`src/rtl/cp0_exc_reg_if.sv`:
```
// Pipeline-side bundle for the CP0 block: WB write port, read port,
// MEM-stage exception report, redirect outputs and register views.
interface cp0_exc_reg_if #(
    parameter int HW_INT_NUM = 6
);
    logic                  we_i;
    logic [4:0]            waddr_i;
    logic [31:0]           data_i;
    logic [4:0]            raddr_i;
    logic [31:0]           data_o;
    logic [HW_INT_NUM-1:0] int_i;
    logic                  inst_valid_i;
    logic                  exc_valid_i;
    logic [4:0]            exc_code_i;
    logic                  eret_i;
    logic [31:0]           exc_pc_i;
    logic                  exc_in_delayslot_i;
    logic                  flush_o;
    logic [31:0]           new_pc_o;
    logic                  timer_int_o;
    logic [31:0]           status_o;
    logic [31:0]           cause_o;
    logic [31:0]           epc_o;

    modport slave (
        input  we_i, waddr_i, data_i, raddr_i, int_i, inst_valid_i,
               exc_valid_i, exc_code_i, eret_i, exc_pc_i, exc_in_delayslot_i,
        output data_o, flush_o, new_pc_o, timer_int_o, status_o, cause_o, epc_o
    );

    modport master (
        output we_i, waddr_i, data_i, raddr_i, int_i, inst_valid_i,
               exc_valid_i, exc_code_i, eret_i, exc_pc_i, exc_in_delayslot_i,
        input  data_o, flush_o, new_pc_o, timer_int_o, status_o, cause_o, epc_o
    );
endinterface

```
`src/rtl/cp0_exc_reg.sv`:
```
// Coprocessor-0 register block: Count/Compare timer with prescaler, Status,
// Cause, EPC, PRId, Config, plus combinational exception/interrupt redirect.
module cp0_exc_reg #(
    parameter int          HW_INT_NUM     = 6,
    parameter int          TIMER_INT_LINE = 5,
    parameter int          COUNT_DIV      = 1,
    parameter logic [31:0] EXC_VECTOR     = 32'h0000_0020,
    parameter logic [31:0] RESET_STATUS   = 32'h1000_0000,
    parameter logic [31:0] PRID           = 32'h004c_0102,
    parameter logic [31:0] CONFIG         = 32'h0000_8000
) (
    input  logic          clk,
    input  logic          rst,
    cp0_exc_reg_if.slave  bus
);

    localparam logic [4:0] REG_COUNT   = 5'd9;
    localparam logic [4:0] REG_COMPARE = 5'd11;
    localparam logic [4:0] REG_STATUS  = 5'd12;
    localparam logic [4:0] REG_CAUSE   = 5'd13;
    localparam logic [4:0] REG_EPC     = 5'd14;
    localparam logic [4:0] REG_PRID    = 5'd15;
    localparam logic [4:0] REG_CONFIG  = 5'd16;
    localparam logic [7:0] DIV_LAST    = 8'(COUNT_DIV - 1);

    logic [31:0] count;
    logic [31:0] compare;
    logic [31:0] status;
    logic [31:0] cause;
    logic [31:0] epc;
    logic [7:0]  div_cnt;
    logic        timer_int;

    logic [31:0] status_nxt;
    logic [31:0] cause_nxt;
    logic [31:0] epc_nxt;
    logic [7:0]  hw_ip;
    logic        int_pending;
    logic        take_int;
    logic        take_exc;
    logic        take_eret;

    always_comb begin
        hw_ip = '0;
        for (int i = 0; i < HW_INT_NUM; i++) begin
            hw_ip[2+i] = bus.int_i[i] | ((i == TIMER_INT_LINE) ? timer_int : 1'b0);
        end
    end

    assign int_pending = (|(hw_ip & status[15:8])) && status[0] && !status[1]
                         && bus.inst_valid_i;

    // Gated by rst so the redirect stays quiet while the block is held in reset.
    assign take_int  = !rst && int_pending;
    assign take_exc  = !rst && !int_pending && bus.exc_valid_i;
    assign take_eret = !rst && !int_pending && !bus.exc_valid_i && bus.eret_i;

    assign bus.flush_o  = take_int || take_exc || take_eret;
    assign bus.new_pc_o = (take_int || take_exc) ? EXC_VECTOR :
                          take_eret              ? epc        : 32'h0;

    // WB write lands first, then the accepted event overrides EXL/ExcCode/BD/EPC.
    always_comb begin
        status_nxt        = status;
        cause_nxt         = cause;
        epc_nxt           = epc;
        cause_nxt[15:10]  = hw_ip[7:2];
        if (bus.we_i) begin
            case (bus.waddr_i)
                REG_STATUS: status_nxt      = bus.data_i;
                REG_CAUSE:  cause_nxt[9:8]  = bus.data_i[9:8];
                REG_EPC:    epc_nxt         = bus.data_i;
                default: ;
            endcase
        end
        if (take_int || take_exc) begin
            cause_nxt[6:2] = take_int ? 5'd0 : bus.exc_code_i;
            if (!status[1]) begin
                epc_nxt       = bus.exc_in_delayslot_i ? bus.exc_pc_i - 32'd4 : bus.exc_pc_i;
                cause_nxt[31] = bus.exc_in_delayslot_i;
            end
            status_nxt[1] = 1'b1;
        end else if (take_eret) begin
            status_nxt[1] = 1'b0;
        end
    end

    always_ff @(posedge clk) begin
        if (rst) begin
            count     <= '0;
            compare   <= '0;
            status    <= RESET_STATUS;
            cause     <= '0;
            epc       <= '0;
            div_cnt   <= '0;
            timer_int <= 1'b0;
        end else begin
            status <= status_nxt;
            cause  <= cause_nxt;
            epc    <= epc_nxt;

            if (bus.we_i && bus.waddr_i == REG_COUNT) begin
                count   <= bus.data_i;
                div_cnt <= '0;
            end else if (div_cnt == DIV_LAST) begin
                count   <= count + 32'd1;
                div_cnt <= '0;
            end else begin
                div_cnt <= div_cnt + 8'd1;
            end

            // A Compare write clears the sticky flag even if a match lands on this edge.
            if (bus.we_i && bus.waddr_i == REG_COMPARE) begin
                compare   <= bus.data_i;
                timer_int <= 1'b0;
            end else if (compare != 32'h0 && count == compare) begin
                timer_int <= 1'b1;
            end
        end
    end

    always_comb begin
        case (bus.raddr_i)
            REG_COUNT:   bus.data_o = count;
            REG_COMPARE: bus.data_o = compare;
            REG_STATUS:  bus.data_o = status;
            REG_CAUSE:   bus.data_o = cause;
            REG_EPC:     bus.data_o = epc;
            REG_PRID:    bus.data_o = PRID;
            REG_CONFIG:  bus.data_o = CONFIG;
            default:     bus.data_o = 32'h0;
        endcase
    end

    assign bus.timer_int_o = timer_int;
    assign bus.status_o    = status;
    assign bus.cause_o     = cause;
    assign bus.epc_o       = epc;

endmodule
```
`src/flat_wrapper.sv`:
```
// flat-port wrapper written by rule: the top's interface ports become plain ports
module cp0_exc_reg_flat 
#(
    parameter int          HW_INT_NUM     = 6,
    parameter int          TIMER_INT_LINE = 5,
    parameter int          COUNT_DIV      = 1,
    parameter logic [31:0] EXC_VECTOR     = 32'h0000_0020,
    parameter logic [31:0] RESET_STATUS   = 32'h1000_0000,
    parameter logic [31:0] PRID           = 32'h004c_0102,
    parameter logic [31:0] CONFIG         = 32'h0000_8000
)
  (clk, rst, bus_we_i, bus_waddr_i, bus_data_i, bus_raddr_i, bus_int_i, bus_inst_valid_i, bus_exc_valid_i, bus_exc_code_i, bus_eret_i, bus_exc_pc_i, bus_exc_in_delayslot_i, bus_data_o, bus_flush_o, bus_new_pc_o, bus_timer_int_o, bus_status_o, bus_cause_o, bus_epc_o);
  cp0_exc_reg_if #(.HW_INT_NUM(HW_INT_NUM)) bus_i ();
  input  logic clk;
  input  logic rst;
  input wire logic [$bits(bus_i.we_i)-1:0] bus_we_i;
  input wire logic [$bits(bus_i.waddr_i)-1:0] bus_waddr_i;
  input wire logic [$bits(bus_i.data_i)-1:0] bus_data_i;
  input wire logic [$bits(bus_i.raddr_i)-1:0] bus_raddr_i;
  input wire logic [$bits(bus_i.int_i)-1:0] bus_int_i;
  input wire logic [$bits(bus_i.inst_valid_i)-1:0] bus_inst_valid_i;
  input wire logic [$bits(bus_i.exc_valid_i)-1:0] bus_exc_valid_i;
  input wire logic [$bits(bus_i.exc_code_i)-1:0] bus_exc_code_i;
  input wire logic [$bits(bus_i.eret_i)-1:0] bus_eret_i;
  input wire logic [$bits(bus_i.exc_pc_i)-1:0] bus_exc_pc_i;
  input wire logic [$bits(bus_i.exc_in_delayslot_i)-1:0] bus_exc_in_delayslot_i;
  output wire logic [$bits(bus_i.data_o)-1:0] bus_data_o;
  output wire logic [$bits(bus_i.flush_o)-1:0] bus_flush_o;
  output wire logic [$bits(bus_i.new_pc_o)-1:0] bus_new_pc_o;
  output wire logic [$bits(bus_i.timer_int_o)-1:0] bus_timer_int_o;
  output wire logic [$bits(bus_i.status_o)-1:0] bus_status_o;
  output wire logic [$bits(bus_i.cause_o)-1:0] bus_cause_o;
  output wire logic [$bits(bus_i.epc_o)-1:0] bus_epc_o;
  assign bus_i.we_i = bus_we_i;
  assign bus_i.waddr_i = bus_waddr_i;
  assign bus_i.data_i = bus_data_i;
  assign bus_i.raddr_i = bus_raddr_i;
  assign bus_i.int_i = bus_int_i;
  assign bus_i.inst_valid_i = bus_inst_valid_i;
  assign bus_i.exc_valid_i = bus_exc_valid_i;
  assign bus_i.exc_code_i = bus_exc_code_i;
  assign bus_i.eret_i = bus_eret_i;
  assign bus_i.exc_pc_i = bus_exc_pc_i;
  assign bus_i.exc_in_delayslot_i = bus_exc_in_delayslot_i;
  assign bus_data_o = bus_i.data_o;
  assign bus_flush_o = bus_i.flush_o;
  assign bus_new_pc_o = bus_i.new_pc_o;
  assign bus_timer_int_o = bus_i.timer_int_o;
  assign bus_status_o = bus_i.status_o;
  assign bus_cause_o = bus_i.cause_o;
  assign bus_epc_o = bus_i.epc_o;
  cp0_exc_reg #(.HW_INT_NUM(HW_INT_NUM), .TIMER_INT_LINE(TIMER_INT_LINE), .COUNT_DIV(COUNT_DIV), .EXC_VECTOR(EXC_VECTOR), .RESET_STATUS(RESET_STATUS), .PRID(PRID), .CONFIG(CONFIG)) u_core (.clk(clk), .rst(rst), .bus(bus_i));
endmodule
```
`config.mk`:
```
export PLATFORM = sky130hd
export DESIGN_NAME = cp0_exc_reg_flat
export DESIGN_NICKNAME = d
export VERILOG_FILES = /design/src/rtl/cp0_exc_reg_if.sv /design/src/rtl/cp0_exc_reg.sv /design/src/flat_wrapper.sv
export SDC_FILE = /design/constraint.sdc
export NUM_CORES = 1
export LEC_CHECK = 0
export ABC_AREA = 1
export CAP_MARGIN = 10
export CORE_MARGIN = 5
export CORE_UTILIZATION = 54
export CTS_CLUSTER_SIZE = 28
export DETAILED_ROUTE_END_ITERATION = 8
export PLACE_DENSITY = 0.93
export REMOVE_ABC_BUFFERS = 1
export SETUP_SLACK_MARGIN = 0.2
export SLEW_MARGIN = 0
export SYNTH_ARGS = -nofsm -noshare
export SYNTH_HDL_FRONTEND = slang
export SYNTH_SLANG_ARGS = --single-unit
```
`constraint.sdc`:
```
create_clock -name clk -period 4.3 [get_ports clk]
set_input_delay 0.86 -clock clk [delete_from_list [all_inputs] [get_ports clk]]
set_output_delay 0.86 -clock clk [all_outputs]
set_load 0.005 [all_outputs]
```
After elaboration in Yosys (flattened, before gate mapping)
Cells that the tools add are included.
{ "word_totals": {"regBits": 151, "inputBits": 92, "output_inout_bits": 162, "word_cells": 74} }
{ "classes": {"addsub": 3, "eq_ne": 13, "mux": 15, "bitwise_logic": 3, "reduce_logical": 29} }
{ "op_table": {"columns": ["cell", "n"], "rows": [
  ["32-bit 2-to-1 mux", 9],
  ["32-bit one-hot mux with 7 select lines", 1],
  ["5-bit by 4-bit equality test with 1-bit output (second input constant)", 11],
  ["32-bit by 1-bit adder with 32-bit output (second input constant)", 1],
  ["32-bit equality test", 1],
  ["32-bit nonzero test", 1],
  ["32-bit by 3-bit subtractor with 32-bit output (second input constant)", 1],
  ["1-bit logical AND", 11],
  ["8-bit by 1-bit adder with 8-bit output (second input constant)", 1],
  ["8-bit AND", 1],
  ["8-bit logical NOT", 1],
  ["2-bit AND reduction", 4],
  ["8-bit OR reduction", 1],
  ["3-bit nonzero test", 2],
  ["5-bit equality test (second input constant)", 1],
  ["5-bit 2-to-1 mux", 1],
  ["1-bit logical NOT", 4],
  ["2-bit 2-to-1 mux", 2],
  ["3-bit OR reduction", 1],
  ["1-bit logical OR", 2],
  ["1-bit 2-to-1 mux", 2],
  ["2-bit nonzero test", 1],
  ["2-bit OR reduction", 1],
  ["1-bit NOT", 1],
  ["1-bit bitwise OR", 1]
]} }

Longest topological paths before layout
{ "logic_depth": {"word_depth": 12, "ltp_mapped": 13, "mapped_depth_nobuf": 13} }

Least setup slack after synthesis
Ideal clock, no wire load.
{ "synth_path": {"kind": "input-to-output", "start": "in bus_raddr_i[4]", "end": "out bus_data_o[3]", "t_arrival_ns": 1.801, "required_time_ns": 3.440, "slack_ns": 1.639, "path_stages": 8, "path_buffers": 1, "cell_sequence": "inv_1 > nand3_1 > nor2_1 > nand2_1 > inv_1 > buf_2 > a22oi_1 > o2111ai_1"} }
{ "synth_between": {"elab_chain_len": 2, "elab_cells_between_ends": 8, "classes_between": "eq/ne (7); mux (1)"} }
{ "synth_lines": {"columns": ["item", "line", "rtl"], "rows": [
  ["start, declared", "flat_wrapper.sv:19", "input wire logic [$bits(bus_i.raddr_i)-1:0] bus_raddr_i;"],
  ["5-bit equality test / 5-bit by 4-bit equality test with 1-bit output (equally long branches)", "cp0_exc_reg.sv:123", "case (bus.raddr_i)"],
  ["32-bit one-hot mux with 7 select lines (*)", "cp0_exc_reg.sv:123", null],
  ["end, declared", "flat_wrapper.sv:27", "output wire logic [$bits(bus_i.data_o)-1:0] bus_data_o;"]
]} }
Every way passes the cells marked *; elsewhere a longest branch is shown, timed or not.

Worst setup path after layout
{ "layout_path": {"start": "in bus_raddr_i[4]", "end": "out bus_data_o[23]"} }
Same word-level chain as after synthesis.

==> results.json <==
{
  "status": "complete, no violations",
  "critPathSlowestCell": "clkdlybuf4s50_1",
  "antenna_cells": 0,
  "grt_pass1_vias": 11000,
  "layout.nets": 1871,
  "worstPathCellList": "clkdlybuf4s50_1 > inv_1 > nand2_1 > nor2_1 > nand2_1 > clkinvlp_4 > buf_4 > a221oi_1 > o21ai_0 > clkdlybuf4s50_1",
  "cts_root_buffer": "clkbuf_16",
  "hold_class": "reg2reg",
  "vias_per_cell": 5.76,
  "pwr-share-comb_pct": 14.7,
  "dp_hpwl_mm": 30.5,
  "drive_gt1_share_pct": 5.60,
  "gp_congestion": 1.02,
  "ant_nets": 0,
  "grt_pass1_wl_mm": 59.9,
  "finClkSkew_ps": 7.54,
  "critPathLaunch": "bus_raddr_i[4]",
  "syn_area_um2": 9710,
  "yosys.area.top_type": "dfxtp_1",
  "drv_cap": 0,
  "p_switching_mw": 0.965,
  "synth_seq_cells": 151,
  "die_x_um": 144,
  "synth_cell_types": 47,
  "core_area_um2": 17800,
  "dr.pass1.iters": 6,
  "ioPinCount": 254,
  "criticalPathCategory": "in2out",
  "max_slew_margin_pct": 45.9,
  "seqCellArea_um2": 3020,
  "setup-violations-final": 0,
  "initial_utilization_pct": 54.4,
  "die_area_um2": 20800,
  "cts-buffers-inserted": 17,
  "synth_edf_count": 0,
  "critPathTopFamily": "buffers and inverters",
  "swShare_pct": 27.2,
  "finalHoldViolCount": 0,
  "cts_sinks": 151,
  "synth.top_cell.area_share_pct": 31.1,
  "finalWirelength_mm": 39.6,
  "slowest_delay_ps": 540,
  "drt_iter0_markers": 1482,
  "post-route-min-period_ps": 4010,
  "worstPathArrival_ps": 3150,
  "yosys_warnings": 0,
  "antenna_found_initial": 1,
  "fp.dieH_um": 144,
  "drcViolationCount": 0,
  "peakVddDrop_v": 0.000278,
  "worstHoldStart": "u_core.div_cnt[0]",
  "avgSynthCellArea_um2": 6.19,
  "fillers": 1508,
  "yosysMostFrequentCell": "nand2_1",
  "htree_levels": 4,
  "crit_fanout": 11,
  "areaGrowthSynthToFinish_pct": 31.0,
  "synthFlopType": "dfxtp_1",
  "grt_setup_unrepaired": "no",
  "fin_crit_sh_pct": 93.2,
  "synth_cells": 1568,
  "regToRegStartpoint": "u_core.div_cnt[4]",
  "cts_tree": "yes",
  "leakage_nw": 5.10,
  "ys_top_cells_by_area": "dfxtp_1, nand2_1, nor2_1",
  "path_clk_slew_ps": 60,
  "power.total_mw": 3.55,
  "wl_per_cell_um": 19.6,
  "synthTopCellsByCount": "nand2_1, nor2_1, inv_1, dfxtp_1, o21ai_0",
  "overflow": 0,
  "cts_max_path_buffers": 2,
  "slew_viol_final": 0,
  "rows": 49,
  "seq_area_frac_synth_pct": 31.1,
  "tightest_slew_ps": 810,
  "grt_max_degree": 76,
  "p_per_area_nw_per_um2": 279,
  "multi_input_area_um2": 5510,
  "vias": 11600,
  "synthArstFlopShare_pct": 0,
  "clockPowerShare_pct": 43.1,
  "grt_usage_pct": 37.3,
  "io_buffer_count": 235,
  "max_freq_ghz": 0.250,
  "fin_tns_setup_ps": 0,
  "p_int_mw": 2.58,
  "worstPathRequired_ps": 3440,
  "path_buf_inv": 5,
  "startpoint_type": "input pin",
  "rrSetupSlack_ps": 1770,
  "clk_latency_ps": 430,
  "cp-end-kind": "output port",
  "p_seq_share_pct": 42.2
}
## power groups by stage
stage	clock network, mW	logic [mW]	registers (mW)
global route	1.59	0.562	1.50
finish	1.53	0.523	1.50
detailed placement	0	0.504	1.52
CTS	1.52	0.509	1.49
global placement	0	0.498	1.52
floorplan	0	0.199	1.51
## kinds of logic after synthesis
logic type / count (synthesis) / synth area share (%)
other: 1 / 0.0386
buffers and inverters: 285 / 12.9
DFF: 151 / 31.1
and+or+nand+nor: 764 / 33.2
AOI/OAI and AO/OA: 311 / 17.5
xor gates and xnor gates: 52 / 4.69
adders and majority gates: 4 / 0.516
## final timing paths
check                           cells past startpoint                end
worst max-delay path                               10     bus_data_o[23]
worst min-delay path                                1  u_core.div_cnt[0]
worst max register to register                      9    u_core.count[0]
worst min register to register                      1  u_core.div_cnt[0]
## metal layers
layer	vias up	GRT usage (%)	part of all wire [%]
met2	845	59.8	46
met1	5230	48.0	37
met5	-	0	0.033
met3	143	9.92	13
li1	5401	-	-
met4	2	14.5	4.2
## through the flow
| stage | cells | utilization [%] | area, um^2 | hold slack [ps] | setup WS (ps) |
|---|---|---|---|---|---|
| CTS | 2011 | 71.0 | 12700 | 470 | 296 |
| finish | 2016 | 71.3 | 12700 | 465 | 293 |
| global placement | 1980 | 67.6 | 12100 | 441 | 167 |
| detailed placement | 1980 | 67.6 | 12100 | 455 | 99.1 |
| global route | 2016 | 71.3 | 12700 | 490 | 210 |
| floorplan | 1493 | - | 9250 | 430 | 132 |
## cell usage in the layout (no fill, tap or decap), types with 8 or more instances in the layout
cell type and instances:
nor3_1 19, o2111ai_1 12, xnor2_1 28, o21ai_0 129, xor2_1 24, conb_1 18, o22ai_1 12, nand3_1 85
clkbuf_16 17, nand3b_1 9, nor2_2 8, a22oi_1 11, nand2_1 388, inv_1 185, buf_4 27, clkdlybuf4s50_1 234
a21oi_1 122, nor2_1 216, nand4_1 14, dfxtp_1 151
## layout make-up
type	count	area share (%)
clock buffer	21	3.70
clock inverter	10	0.945
inverter	193	5.79
multi-input combinational	1149	43.3
sequential	151	23.8
tap	229	2.25
timing repair buffer	263	20.2
## what timing repair did
action | 4_1_cts | 5_1_grt
setup endpoints to repair | 1 | 5
gates cloned | 0 | 0
resized for setup | 1 | 4
setup buffers | 0 | 5
hold buffers | 0 | 0
## state kept, by name, indices dropped and copies added, names as in the netlist
| name | count |
|---|---|
| u_core.bus.epc_o | 32 |
| u_core.bus.status_o | 32 |
| u_core.compare | 32 |
| u_core.count | 32 |
| u_core.bus.cause_o | 14 |
| u_core.div_cnt | 8 |
| u_core.bus.timer_int_o | 1 |
Power figures use the tool's default switching activity.
